### src/rtl/sid_bus_pkg.sv
// Shared widths, bank-select address and FIFO entry layout for the SID bus queue.
package sid_bus_pkg;
    localparam int unsigned SID_ADDR_W = 5;
    localparam int unsigned SID_DATA_W = 8;
    localparam int unsigned SID_BANK_W = 2;
    localparam logic [SID_ADDR_W-1:0] SID_BANK_ADDR = 5'h1F;

    typedef struct packed {
        logic [SID_BANK_W-1:0] bank;
        logic [SID_ADDR_W-1:0] addr;
        logic [SID_DATA_W-1:0] data;
    } sid_entry_t;

    localparam int unsigned SID_ENTRY_W = $bits(sid_entry_t);

    // Bit 7 of an SPI byte distinguishes a header from a data byte.
    typedef enum logic {
        BYTE_DATA   = 1'b0,
        BYTE_HEADER = 1'b1
    } sid_byte_kind_t;
endpackage

### src/rtl/sync_fifo.sv
// Single-clock FIFO; a push while full is accepted when a pop happens in the same cycle.
module sync_fifo #(
    parameter int unsigned WIDTH = 8,
    parameter int unsigned DEPTH = 16
) (
    input  logic                     CLK,
    input  logic                     RESETn,
    input  logic                     push,
    input  logic [WIDTH-1:0]         wr_data,
    input  logic                     pop,
    output logic [WIDTH-1:0]         rd_data,
    output logic                     full,
    output logic                     empty,
    output logic [$clog2(DEPTH):0]   level
);
    localparam int unsigned PTR_W = $clog2(DEPTH);
    localparam int unsigned LVL_W = PTR_W + 1;

    logic [WIDTH-1:0] mem [DEPTH];
    logic [PTR_W-1:0] wr_ptr;
    logic [PTR_W-1:0] rd_ptr;
    logic             do_push;
    logic             do_pop;

    assign full    = (level == LVL_W'(DEPTH));
    assign empty   = (level == '0);
    assign do_pop  = pop && !empty;
    assign do_push = push && (!full || do_pop);
    assign rd_data = mem[rd_ptr];

    always_ff @(posedge CLK) begin
        if (do_push) begin
            mem[wr_ptr] <= wr_data;
        end
    end

    always_ff @(posedge CLK or negedge RESETn) begin
        if (!RESETn) begin
            wr_ptr <= '0;
            rd_ptr <= '0;
            level  <= '0;
        end else begin
            if (do_push) begin
                wr_ptr <= wr_ptr + PTR_W'(1);
            end
            if (do_pop) begin
                rd_ptr <= rd_ptr + PTR_W'(1);
            end
            case ({do_push, do_pop})
                2'b10:   level <= level + LVL_W'(1);
                2'b01:   level <= level - LVL_W'(1);
                default: level <= level;
            endcase
        end
    end
endmodule

### src/rtl/sid_bus_queue.sv
// SPI byte decoder, bank-tagged write queue and CLKEN-paced issue to NUM_SIDS SID instances.
module sid_bus_queue
    import sid_bus_pkg::*;
#(
    parameter int unsigned NUM_SIDS   = 2,
    parameter int unsigned FIFO_DEPTH = 16,
    parameter int unsigned CLK_DIV    = 12
) (
    input  logic                          CLK,
    input  logic                          RESETn,
    input  logic [7:0]                    SPI_DATA,
    input  logic                          SPI_RECV,
    output logic                          CLKEN,
    output logic [NUM_SIDS-1:0]           WR,
    output logic [SID_ADDR_W-1:0]         ADDR,
    output logic [SID_DATA_W-1:0]         DATAW,
    output logic [$clog2(FIFO_DEPTH):0]   LEVEL,
    output logic                          OVERFLOW
);
    localparam int unsigned CNT_W = $clog2(CLK_DIV);
    localparam logic [CNT_W-1:0] CNT_LOAD = CNT_W'(CLK_DIV - 1);

    logic [CNT_W-1:0]      div_cnt;
    logic                  issue_slot;
    sid_byte_kind_t        kind;
    logic [SID_ADDR_W-1:0] lat_addr;
    logic [1:0]            lat_hi;
    logic [SID_BANK_W-1:0] bank;
    logic [SID_DATA_W-1:0] wr_byte;
    logic                  data_strobe;
    logic                  bank_cmd;
    logic                  fifo_push;
    sid_entry_t            push_entry;
    sid_entry_t            head;
    logic                  fifo_full;
    logic                  fifo_empty;
    logic                  pop_ok;
    logic [NUM_SIDS-1:0]   wr_onehot;

    always_ff @(posedge CLK or negedge RESETn) begin
        if (!RESETn) begin
            div_cnt <= CNT_LOAD;
        end else if (div_cnt == '0) begin
            div_cnt <= CNT_LOAD;
        end else begin
            div_cnt <= div_cnt - CNT_W'(1);
        end
    end

    assign CLKEN      = (div_cnt == '0);
    // Pop one cycle early so the registered WR lines up with CLKEN.
    assign issue_slot = (div_cnt == CNT_W'(1));

    assign kind        = sid_byte_kind_t'(SPI_DATA[7]);
    assign wr_byte     = {lat_hi, SPI_DATA[5:0]};
    assign data_strobe = SPI_RECV && (kind == BYTE_DATA);
    assign bank_cmd    = data_strobe && (lat_addr == SID_BANK_ADDR);
    assign fifo_push   = data_strobe && !bank_cmd;
    assign push_entry  = '{bank: bank, addr: lat_addr, data: wr_byte};

    always_ff @(posedge CLK or negedge RESETn) begin
        if (!RESETn) begin
            lat_addr <= '0;
            lat_hi   <= '0;
            bank     <= '0;
        end else begin
            if (SPI_RECV && (kind == BYTE_HEADER)) begin
                lat_addr <= SPI_DATA[6:2];
                lat_hi   <= SPI_DATA[1:0];
            end
            if (bank_cmd && (32'(wr_byte[1:0]) < NUM_SIDS)) begin
                bank <= wr_byte[1:0];
            end
        end
    end

    sync_fifo #(
        .WIDTH (SID_ENTRY_W),
        .DEPTH (FIFO_DEPTH)
    ) u_fifo (
        .CLK     (CLK),
        .RESETn  (RESETn),
        .push    (fifo_push),
        .wr_data (push_entry),
        .pop     (issue_slot),
        .rd_data (head),
        .full    (fifo_full),
        .empty   (fifo_empty),
        .level   (LEVEL)
    );

    assign pop_ok = issue_slot && !fifo_empty;

    always_comb begin
        wr_onehot = '0;
        for (int unsigned i = 0; i < NUM_SIDS; i++) begin
            wr_onehot[i] = (32'(head.bank) == i);
        end
    end

    always_ff @(posedge CLK or negedge RESETn) begin
        if (!RESETn) begin
            WR       <= '0;
            ADDR     <= '0;
            DATAW    <= '0;
            OVERFLOW <= 1'b0;
        end else begin
            if (pop_ok) begin
                WR    <= wr_onehot;
                ADDR  <= head.addr;
                DATAW <= head.data;
            end else begin
                WR <= '0;
            end
            if (fifo_push && fifo_full && !pop_ok) begin
                OVERFLOW <= 1'b1;
            end
        end
    end
endmodule
### config.mk
export PLATFORM = sky130hd
export DESIGN_NAME = sid_bus_queue
export DESIGN_NICKNAME = d
export VERILOG_FILES = /design/src/rtl/sid_bus_pkg.sv /design/src/rtl/sync_fifo.sv /design/src/rtl/sid_bus_queue.sv
export SDC_FILE = /design/constraint.sdc
export NUM_CORES = 1
export LEC_CHECK = 0
export CORE_MARGIN = 2
export CORE_UTILIZATION = 58
export DETAILED_ROUTE_END_ITERATION = 8
export GPL_TIMING_DRIVEN = 0
export PLACE_DENSITY = 0.85
export SYNTH_ARGS = -nofsm -noshare
export SYNTH_HDL_FRONTEND = slang
export SYNTH_SLANG_ARGS = --single-unit
### constraint.sdc
create_clock -name CLK -period 7.24 [get_ports CLK]
set_clock_uncertainty 0.15 [all_clocks]
set_input_delay 1.086 -clock CLK [delete_from_list [all_inputs] [get_ports CLK]]
set_output_delay 1.086 -clock CLK [all_outputs]
set_load 0.02 [all_outputs]
==> results_dict.tcl <==
set metrics [dict create \
    die_y_um 141.9 \
    synth-main-ff-cell "edfxtp_1" \
    antenna_cells 0 \
    synth_seq_cells 282 \
    dp_hpwl_um 15750 \
    reg2regPathDepth 13 \
    die_x_um 141.9 \
    clkSinkCount 282 \
    hold_viol 0 \
    timing.fmax_mhz 243.4 \
    clk_path_buf_depth 3 \
    finalMaxSlewViolations 0 \
    synthTopCellsByArea "edfxtp_1 (65%), mux4_2 (10%), dfrtp_1 (8.9%)" \
    clk_pin_slew_ns 0.06 \
    run_status "completed" \
    grt_max_degree 36 \
    fp.coreArea_um2 18710 \
    syn_nets 560 \
    layout-drive-gt1-share_pct 24.49 \
    pre_cts_ws_ns 2.625 \
    tns_ns 0 \
    postCtsSetupRepairBufs 0 \
    crit_path_end_kind "flip-flop" \
    antenna_found_initial 0 \
    synth.yosys.seq_area_share_pct 74.94 \
    arrival_ns 4.41 \
    grt_pass1_wl_um 38010 \
    cpMaxStageDelayCell "a31oi_1" \
    cts-buffers-inserted 27 \
    setup_viol 0 \
    sw_frac_of_total_pct 27.28 \
    critPathLaunch "SPI_DATA[7]" \
    power.internal_uw 3203 \
    vias 5811 \
    overflow 0 \
    synthCells 538 \
    hold_buffers 0 \
    antenna_left 0 \
    syn2layout_area_growth_pct 16.53 \
    ir_drop_v 0.0002038 \
    cp-start-kind "primary input" \
    worstSetupPathType "in2reg" \
    wl_per_cell_um 29.33 \
    seqPwrFrac_pct 46.2 \
    ctsResizeCount 0 \
    required_ns 7.54 \
    dp_cells 821 \
    finalWirelength_um 25550 \
    postLayoutCellArea_um2 12850 \
    synthArstFlopShare_pct 14.89 \
    cts_tree "done" \
    rr_endpoint "u_fifo.level[4]$_DFFE_PN0P_" \
    drt_iter0_drc 806 \
    path_buf_inv 3 \
    r2r_slack_ns 3.14 \
    cp_common_cell "ha_1" \
    period_needed_ns 4.108 \
    stdcell_count 871 \
    clock_latency_ns 0.53 \
    synth_top_area_share_pct 65.37 \
    rsz0062_at_grt "false" \
    maxCapViolations 0 \
    crit_chain "clkdlybuf4s50_1 -> nand2b_1 -> o21bai_1 -> a31oi_1 -> inv_1 -> ha_1 -> clkbuf_1 -> xor2_1 -> ha_1 -> a21boi_0 -> o221ai_1 -> a21o_1 -> a21oi_1 -> xnor2_1" \
    leakage_uw 0.004292 \
    h-tree-depth 1 \
    io_buffers 32 \
    path_max_fanout 9 \
    yosys_warnings 0 \
    vias_per_cell 6.672 \
    ys_types 42 \
    start_util_pct 58.94 \
    p_per_area_nw_per_um2 342.9 \
    row_count 50 \
    max_slew_margin_pct 25.76 \
    design.die.area_um2 20130 \
    clockPowerShare_pct 32.2 \
    root_buffer "clkbuf_16" \
    comb_power_share_pct 21.7 \
    finalCritPeriodShare_pct 56.74 \
    cp_slowest_stage_delay_ns 0.58 \
    synth_edf_count 240 \
    final_nets 638 \
    drtPass1Iterations 6 \
    setup_slack_ns 3.132 \
    reg2reg_from "u_fifo.level[1]$_DFFE_PN0P_" \
    io-pin-count 33 \
    power_uw 4405 \
    critPathTopFamily "compound AO/OA/AOI/OAI gates" \
    p_sw_uw 1201 \
    min-delay-path-class "in2async" \
    track_usage_pct 26.66 \
    grt_pass1_vias 6008 \
    yosysTopAreaCell "edfxtp_1" \
    drc 0 \
    worst_pin_slew_ns 1.108 \
    postPlaceCellArea_um2 11940 \
    gp_congestion 0.7732 \
    synth.avg_cell_area_um2 20.49 \
    synthesis.area_um2 11020 \
]
==> power by group through the flow <==
stage / combinational [µW] / sequential [µW] / clock (µW)
global route: 1010 / 2050 / 1490
finish: 954 / 2030 / 1420
global placement: 864 / 2050 / 0
detailed placement: 939 / 2060 / 0
floorplan: 534 / 2090 / 0
CTS: 952 / 2030 / 1430
==> state kept, by name, summed over array words and instances (netlist names), 2 cells and up <==
signal         count
ADDR               5
DATAW              8
WR                 2
bank               2
div_cnt            4
lat_addr           5
lat_hi             2
u_fifo.level       5
u_fifo.mem       240
u_fifo.rd_ptr      4
u_fifo.wr_ptr      4
==> through the flow <==
step	hold slack, ns	utilization, %
after floorplan	0.3006	-
after global placement	0.3087	62.21
after detailed placement	0.3214	63.85
after CTS	0.2546	68.68
after global routing	0.2724	68.68
final	0.2601	68.68
==> cell families (layout without fill, tap and decap cells) <==
family                     count (synthesis)  count (layout)  share of synthesized area (%)
muxes                                     87              87                          15.34
xor gates and xnor gates                  12              12                         0.9533
AOI/OAI and AO/OA                         57              57                          3.745
adders and majority gates                 11              11                          1.248
and+or+nand+nor                           52              52                          2.270
buffers and inverters                     37             136                          1.498
DFF                                      282             282                          74.94
==> per-layer routing <==
metal | GRT usage (%) | wire [µm] | vias up
met5 | 0 | 0 | -
met4 | 10.47 | 961 | 0
met3 | 6.885 | 2697 | 79
met2 | 42.36 | 12620 | 392
met1 | 36.14 | 9274 | 2996
li1 | - | - | 2344
==> cells in the mapped netlist (5+ instances only) <==
master and number:
nand2b_1 5, o21a_1 13, clkbuf_1 11, inv_1 9
a22oi_1 13, nand2_1 13, mux4_2 51, xnor2_1 7
mux2i_1 13, buf_2 12, o211ai_1 12, nor2_1 14
edfxtp_1 240, dfrtp_1 39, mux4_1 10, ha_1 11
mux2_2 12, xor2_1 5
==> how the worst max path moves through the flow <==
stage / to / slack (ns) / depth (start not counted)
final: u_fifo.level[4]$_DFFE_PN0P_ / 3.13 / 14
after global routing: u_fifo.level[4]$_DFFE_PN0P_ / 2.82 / 14
after CTS: u_fifo.level[4]$_DFFE_PN0P_ / 3.11 / 14
after detailed placement: u_fifo.level[4]$_DFFE_PN0P_ / 2.62 / 14
after global placement: u_fifo.mem[3][5]$_DFFE_PP_ / 1.55 / 6
after floorplan: u_fifo.mem[3][0]$_DFFE_PP_ / 3.54 / 5
==> cells in the final DEF (no fill, tap or decap), types with 11 or more instances in the layout <==
cell type / instances
buf_2: 13
mux2i_1: 13
buf_8: 16
dfrtp_1: 39
mux2_2: 12
edfxtp_1: 240
nand2_1: 13
clkdlybuf4s50_1: 31
o211ai_1: 12
ha_1: 11
clkbuf_16: 27
clkbuf_1: 18
nor2_2: 12
a22oi_1: 13
mux4_2: 51
o21a_1: 13
==> layout make-up <==
type | count | area (µm²)
well taps | 234 | 292.8
clock buffers | 42 | 812.0
clock inverters | 8 | 91.34
multi-input cells | 219 | 2648
flip-flops and latches | 282 | 8262
fillers | 1063 | 5859
repair buffers | 49 | 575.6
plain buffers | 28 | 131.4
inverters | 9 | 33.78
(Power assumes the default switching activity.)
